[src/rtl/bcast_tile_ctrl_pkg.sv]
// bcast_tile_ctrl_pkg: shared FSM state encoding and broadcast mode constants
//   state_t   : controller states IDLE, READ, WAIT, ISSUE, DONE
//   BCAST_COL : tile[i][j] = vec[j] (every row is the vector)
//   BCAST_ROW : tile[i][j] = vec[i] (every column is the vector)
package bcast_tile_ctrl_pkg;
    typedef enum logic [2:0] {S_IDLE, S_READ, S_WAIT, S_ISSUE, S_DONE} state_t;
    localparam logic BCAST_COL = 1'b0;
    localparam logic BCAST_ROW = 1'b1;
endpackage

[src/rtl/bcast_tile_ctrl_gen.sv]
// broadcast_tile_gen: combinational vector-to-tile broadcast
//   mode    : BCAST_COL copies the vector into every row, BCAST_ROW into every column
//   vec_in  : TILE_SIZE signed elements
//   mat_out : TILE_SIZE x TILE_SIZE signed tile, mat_out[i][j]
module broadcast_tile_gen
    import bcast_tile_ctrl_pkg::*;
#(
    parameter int TILE_SIZE  = 4,
    parameter int DATA_WIDTH = 16
)(
    input  logic                                                  mode,
    input  logic signed [TILE_SIZE-1:0][DATA_WIDTH-1:0]           vec_in,
    output logic signed [TILE_SIZE-1:0][TILE_SIZE-1:0][DATA_WIDTH-1:0] mat_out
);
    for (genvar i = 0; i < TILE_SIZE; i++) begin : g_row
        for (genvar j = 0; j < TILE_SIZE; j++) begin : g_col
            assign mat_out[i][j] = (mode == BCAST_ROW) ? vec_in[i] : vec_in[j];
        end
    end
endmodule

[src/rtl/bcast_tile_ctrl.sv]
// bcast_tile_ctrl: reads cmd_num vectors from memory and presents each as a broadcast tile
//   cmd_*      : command handshake (base address, tile count, broadcast mode)
//   rd_*       : vector-memory read port, rd_data valid one cycle after rd_en
//   tile_*     : tile handshake towards the array, tile_out held while stalled
//   busy, done : status; done pulses once when a command completes
module bcast_tile_ctrl
    import bcast_tile_ctrl_pkg::*;
#(
    parameter int TILE_SIZE  = 4,
    parameter int DATA_WIDTH = 16,
    parameter int ADDR_WIDTH = 10,
    parameter int CNT_WIDTH  = 8
)(
    input  logic                                                  clk,
    input  logic                                                  rst_n,
    input  logic                                                  cmd_valid,
    output logic                                                  cmd_ready,
    input  logic [ADDR_WIDTH-1:0]                                 cmd_base,
    input  logic [CNT_WIDTH-1:0]                                  cmd_num,
    input  logic                                                  cmd_mode,
    output logic                                                  rd_en,
    output logic [ADDR_WIDTH-1:0]                                 rd_addr,
    input  logic signed [TILE_SIZE-1:0][DATA_WIDTH-1:0]           rd_data,
    output logic                                                  tile_valid,
    input  logic                                                  tile_ready,
    output logic signed [TILE_SIZE-1:0][TILE_SIZE-1:0][DATA_WIDTH-1:0] tile_out,
    output logic                                                  busy,
    output logic                                                  done
);
    state_t                                                  state;
    logic [ADDR_WIDTH-1:0]                                   addr;
    logic [CNT_WIDTH-1:0]                                    cnt;
    logic                                                    mode;
    logic                                                    last;
    logic                                                    accept;
    logic signed [TILE_SIZE-1:0][DATA_WIDTH-1:0]             vec;
    logic signed [TILE_SIZE-1:0][TILE_SIZE-1:0][DATA_WIDTH-1:0] mat;

    broadcast_tile_gen #(
        .TILE_SIZE (TILE_SIZE),
        .DATA_WIDTH(DATA_WIDTH)
    ) u_gen (
        .mode   (mode),
        .vec_in (vec),
        .mat_out(mat)
    );

    assign accept   = cmd_valid && cmd_ready;
    assign last     = cnt == CNT_WIDTH'(1);
    assign rd_addr  = rd_en ? addr : '0;
    assign tile_out = tile_valid ? mat : '0;

    // Outputs are registered alongside the state so each one is a clean flop.
    always_ff @(posedge clk or negedge rst_n) begin
        if (!rst_n) begin
            state      <= S_IDLE;
            addr       <= '0;
            cnt        <= '0;
            mode       <= BCAST_COL;
            vec        <= '0;
            cmd_ready  <= 1'b0;
            rd_en      <= 1'b0;
            tile_valid <= 1'b0;
            busy       <= 1'b0;
            done       <= 1'b0;
        end else begin
            case (state)
                S_IDLE: begin
                    // cmd_ready stays low through reset and rises on the first edge in IDLE
                    cmd_ready <= !accept;
                    if (accept) begin
                        addr  <= cmd_base;
                        cnt   <= cmd_num;
                        mode  <= cmd_mode;
                        busy  <= 1'b1;
                        state <= (cmd_num == '0) ? S_DONE : S_READ;
                        rd_en <= cmd_num != '0;
                        done  <= cmd_num == '0;
                    end
                end
                S_READ: begin
                    rd_en <= 1'b0;
                    state <= S_WAIT;
                end
                S_WAIT: begin
                    vec        <= rd_data;
                    tile_valid <= 1'b1;
                    state      <= S_ISSUE;
                end
                S_ISSUE: begin
                    if (tile_ready) begin
                        tile_valid <= 1'b0;
                        addr       <= addr + ADDR_WIDTH'(1);
                        cnt        <= cnt - CNT_WIDTH'(1);
                        state      <= last ? S_DONE : S_READ;
                        rd_en      <= !last;
                        done       <= last;
                    end
                end
                S_DONE: begin
                    done      <= 1'b0;
                    busy      <= 1'b0;
                    cmd_ready <= 1'b1;
                    state     <= S_IDLE;
                end
                default: begin
                    state      <= S_IDLE;
                    rd_en      <= 1'b0;
                    tile_valid <= 1'b0;
                    busy       <= 1'b0;
                    done       <= 1'b0;
                    cmd_ready  <= 1'b0;
                end
            endcase
        end
    end
endmodule
[config.mk]
export PLATFORM = sky130hd
export DESIGN_NAME = bcast_tile_ctrl
export DESIGN_NICKNAME = d
export VERILOG_FILES = /design/src/rtl/bcast_tile_ctrl_pkg.sv /design/src/rtl/bcast_tile_ctrl_gen.sv /design/src/rtl/bcast_tile_ctrl.sv
export SDC_FILE = /design/constraint.sdc
export NUM_CORES = 1
export LEC_CHECK = 0
export CAP_MARGIN = 0
export CORE_AREA = 5 5 135 137
export DETAILED_ROUTE_END_ITERATION = 16
export DIE_AREA = 0 0 140 142
export PLACE_DENSITY_LB_ADDON = 0.08
export SYNTH_ARGS = -nofsm -noshare
export SYNTH_HDL_FRONTEND = slang
export SYNTH_SLANG_ARGS = --single-unit
[constraint.sdc]
create_clock -name clk -period 3.1 [get_ports clk]
set_input_delay 0.465 -clock clk [delete_from_list [all_inputs] [get_ports clk]]
set_output_delay 0.465 -clock clk [all_outputs]
set_load 0.05 [all_outputs]
After elaboration in Yosys (flattened, before gate mapping)

Cells that the tools add are included.
Widths: inputs -> output; s select.

Latch bits: 0
Bits in registers: 91
Memories kept: 0
Logic and storage cells: 80
Bits in writable memories: 0
Input bits: 87
ROM bits: 0

Order comparisons: 0
Add/subtract/negate cells: 2
Equality and inequality tests: 7
Divide/modulo/power cells: 0
Reduce and logical (&&, ||, !) cells: 18
Shift-type cells: 0
Mux-type cells: 36
Multiply operators: 0
Bitwise logic cells: 4

Operator list:

| kind                  | count |
|---|---|
| $mux 256              | 1 |
| $mux 16               | 12 |
| $mux 10               | 3 |
| $pmux 10 s2           | 1 |
| $mux 8                | 2 |
| $pmux 8 s2            | 1 |
| $mux 3                | 4 |
| $pmux 1 s3            | 4 |
| $pmux 3 s4            | 1 |
| $add 10x1->10 const B | 1 |
| $reduce_and 3->1      | 3 |
| $eq 8x1->1 const B    | 1 |
| $logic_not 8->1       | 1 |
| $reduce_and 2->1      | 4 |
| $reduce_bool 8->1     | 1 |
| $sub 8x1->8 const B   | 1 |
| $eq 3x2->1 const B    | 2 |
| $mux 1                | 6 |
| $reduce_or 3->1       | 2 |
| $ne 2x2->1 const B    | 2 |
| $not 1->1             | 4 |
| $reduce_or 2->1       | 2 |
| $eq 3x1->1 const B    | 1 |
| $eq 3x3->1 const B    | 1 |
| 5 further kinds       | 6 |

Depth between registers and ports, before layout

Depth after elaboration: 4
Gate-level depth with buffers: 7
Depth with buffers taken out: 5

By module

From an unflattened synthesis, not the netlist that was laid out.

Cell total of the unflattened synthesis: 882
Area, all modules: 8623.3 um^2

Modules (own cells, without submodules):

| module             | instances | area an instance (um^2) | cells an instance | sequential area each (um^2) |
|---|---|---|---|---|
| bcast_tile_ctrl    | 1         | 5750.5                  | 605               | 2277.2 |
| broadcast_tile_gen | 1         | 2872.8                  | 277               | 0.0 |

Worst setup path after synthesis

OpenSTA, ideal clock, no wires.

Kind: register to output
Start: register tile_valid
End: output tile_out[100] (netlist name)
Cell stages (with the launch flop): 4
Required time: 2.635 ns
Buffers on the path: 2
Arrival time: 2.370 ns
Setup slack: 0.265 ns
Path through: dfrtp_1 clkbuf_1 clkbuf_1 a21boi_0

RTL lines:

| what                     | RTL line              | text |
|---|---|---|
| start: declaration       | bcast_tile_ctrl.sv:24 | `output logic tile_valid,` |
| start signal: assignment | bcast_tile_ctrl.sv:63 | `tile_valid <= 1'b0;` |
| start signal: assignment | bcast_tile_ctrl.sv:87 | `tile_valid <= 1'b1;` |
| start signal: assignment | bcast_tile_ctrl.sv:92 | `tile_valid <= 1'b0;` |
| end: declaration         | bcast_tile_ctrl.sv:26 | `output logic signed [TILE_SIZE-1:0][TILE_SIZE-1:0][DATA_WIDTH-1:0] tile_out,` |

==> results.md <==
Worst setup path
• state[1] — reg-to-reg critical path startpoint
• register — kind of launch point of the worst setup path
• 2.50 ns — Worst Path Arrival
• buf_12 > nand2b_1 > a21boi_0 > clkdlybuf4s50_1 — cells along the critical path
• sky130_fd_sc_hd__clkdlybuf4s50_1 — CP max stage cell
• output port — Worst setup EP type
• 42 — crit path max fanout
• 2.63 ns — Worst EP required
• 1.23 ns — R2R Setup Slk
• 3 — R2R cell count
• register to output port — critical path class
• 0.86 ns — largest stage delay on the critical path
• vec[57] — endpoint of the most critical register-to-register path

Timing
• 95.54% — final worst-path cycle share
• 0 ns — final sum of negative setup slack
• 0 — number of failing hold endpoints at the final stage
• 0.3376 GHz — Max Clk Rate
• false — RSZ-0062 raised after global routing
• 0.6062 ns — transition time at the pin with the least slew margin
• 0.01211 ns — Worst Skew
• 59.46% — slew margin rel.
• 2.962 ns — fin crit period
• 0 — Final setup viols
• 0 — max-slew violation count

Clocking
• sky130_fd_sc_hd__clkbuf_16 — cell at the root of the clock tree
• 91 — sink count of the clock tree
• 2 — largest buffer count on any clock path
• 0.07 ns — clock-pin slew reported for the worst setup and hold paths after clock tree synthesis
• 0 — hold bufs inserted after CTS
• done — TritonCTS clock tree
• 9 — number of CTS-inserted buffers
• 0 — number of instances resized during post-cts repair
• 0.34 ns — worst-skew pair later-pin latency
• 0 — Post CTS Setup Buffer Count
• 3 — deepest level of the CTS H-tree

Yosys
• 842 — Synthesized Nets
• 752 — cell count after synthesis
• sky130_fd_sc_hd__dfrtp_1 (34%), sky130_fd_sc_hd__a21boi_0 (22%), sky130_fd_sc_hd__mux2_1 (8.4%) — cells taking the most area after synthesis
• 33.92% — portion of synthesized cell area occupied by the leading cell type
• 91 — total of flip-flops plus latches after synthesis
• 0 — number of warning messages in the yosys log
• sky130_fd_sc_hd__dfrtp_1 — most used flip-flop cell after synthesis
• 100.0% — proportion of register bits with asynchronous set or reset after synthesis
• 8.928 sq um — average size of a mapped cell
• 33.92% — sequential fraction of the synthesis area
• 0 — number of synthesized flops with an enable pin
• 44 — number of distinct library cells after synthesis
• 6714 sq um — synthesized cell area
• sky130_fd_sc_hd__dfrtp_1 — Yosys top cell by area

Floorplanning
• 16,940 sq um — Placeable Area
• 140 um — Die W
• 358 — Ports
• 39.64% — Starting Density
• 19,880 sq um — die outline area
• 48 — total number of placement rows
• 142 um — die height

Global routing
• 38,790 um — first-pass GRT wire length
• 24.86% — global routing usage summed across all routing layers
• 1 — antenna violations before repair
• 80 — pin count of the biggest net entering global routing
• 6,725 — via count of the first global-routing pass
• 0 — Congestion Overflow GR

Min path
• input pin to async pin — worst hold path class

Route
• 0 — Antenna Nets Post-Route
• 4 — First-pass DRT Iterations
• 6,751 — total vias in the final route
• 19.93 um — routed length per placed instance
• 5.189 — Vias per Instance
• 25,940 um — Detailed Route WL
• 0 — number of remaining DRC errors
• 362 — drt first-iter violations

Place
• 20,580 um — DP HPWL
• 357 — number of port buffers
• 0.8997 — weighted congestion at the end of routability-driven global placement

Final layout
• 55.13% — Area growth syn-to-layout
• 15.44% — ratio of cells with drive above 1 in the final layout
• 1,160 — Total Nets Final
• 1,501 — number of filler cells placed in the layout

Run status
• finished clean — run status

Job
• 0 — total of max-cap violations

[logic make-up (layout without fill, tap and decap cells)]
| logic type | after synthesis | in the layout | share of synthesized area, % |
|---|---|---|---|
| DFF | 91 | 91 | 33.92 |
| other | 0 | 1 | 0 |
| and+or+nand+nor | 268 | 268 | 21.92 |
| AOI/OAI and AO/OA | 257 | 257 | 27.25 |
| muxes | 67 | 67 | 11.22 |
| buffers and inverters | 66 | 389 | 5.143 |
| adders and majority gates | 3 | 3 | 0.5591 |
[layer usage]
metal,part of all wire (%),global-route usage (%),up-vias
met5,0,0,-
met4,3.7,10.50,0
met3,7.8,6.687,49
met2,48,42.59,312
met1,40,29.63,3129
li1,-,-,3261
[synth_stat cells (5+ instances only)]
master,n
sky130_fd_sc_hd__a21oi_1,24
sky130_fd_sc_hd__buf_2,6
sky130_fd_sc_hd__o21ai_0,9
sky130_fd_sc_hd__buf_6,9
sky130_fd_sc_hd__mux2_1,50
sky130_fd_sc_hd__nor2_1,9
sky130_fd_sc_hd__nand2b_1,66
sky130_fd_sc_hd__a2bb2oi_1,5
sky130_fd_sc_hd__nand3_1,12
sky130_fd_sc_hd__and2_1,74
sky130_fd_sc_hd__clkbuf_1,40
sky130_fd_sc_hd__o22ai_1,7
sky130_fd_sc_hd__buf_4,6
sky130_fd_sc_hd__o21ai_1,8
sky130_fd_sc_hd__and3_1,6
sky130_fd_sc_hd__dfrtp_1,91
sky130_fd_sc_hd__a21boi_0,193
sky130_fd_sc_hd__nand2_1,83
sky130_fd_sc_hd__mux2_2,16
[cell type report]
type                    instances  area, sq um  area share, %
inverters                       3        11.26         0.1081
clock buffers                  10        229.0          2.198
multi-input cells             595         4098          39.34
flip-flops and latches         91         2285          21.94
repair buffers                370         3436          32.99
diodes                          1        2.502        0.02403
well taps                     225        281.5          2.703
clock inverters                 6        72.57         0.6968
[placed cells by master (no fill, tap or decap), types with 12 or more instances in the layout]
cell type,instances
sky130_fd_sc_hd__clkdlybuf4s50_1,241
sky130_fd_sc_hd__a21boi_0,193
sky130_fd_sc_hd__buf_4,124
sky130_fd_sc_hd__dfrtp_1,89
sky130_fd_sc_hd__nand2_1,83
sky130_fd_sc_hd__and2_1,74
sky130_fd_sc_hd__nand2b_1,66
sky130_fd_sc_hd__mux2_1,50
sky130_fd_sc_hd__a21oi_1,24
sky130_fd_sc_hd__mux2_2,16
sky130_fd_sc_hd__nand3_1,12
[through the flow]
stage               instances  utilization (%)  cell area [sq um]  hold slack, ns  setup slack [ns]
floorplan                 752                -               6714          0.1694            0.2649
global placement         1284            59.69              10110          0.4651            0.5187
detailed placement       1284            59.69              10110          0.4748            0.5098
CTS                      1300            61.47              10410         0.09847            0.1159
global route             1301            61.50              10420          0.1139           0.03861
finish                   1301            61.50              10420         0.09182            0.1383
[sequential cells by signal, summed over array words and instances (netlist names), 3 cells and up]
| name | cells |
|---|---|
| cnt | 8 |
| vec | 64 |
| addr | 10 |
| state | 3 |
[worst max path at each step]
stage,start,endpoint,slack [ns],depth (start not counted)
final,mode,tile_out[42],0.14,4
after detailed placement,mode,tile_out[136],0.51,4
after global routing,mode,tile_out[43],0.04,4
after floorplan,tile_valid,tile_out[100],0.26,3
after global placement,mode,tile_out[136],0.52,4
after CTS,mode,tile_out[136],0.12,4
[critical path, delay by kind of cell, from the launching register on]
family	cells	cell delay, ns
AND/OR/NAND/NOR	1	0.18
AO/OA/AOI/OAI	1	0.26
buffers and inverters	2	1.09
flip-flops	1	0.61
Power is not shown: default switching activity piles up to over one toggle a cycle in this logic, so the estimate is an artifact.
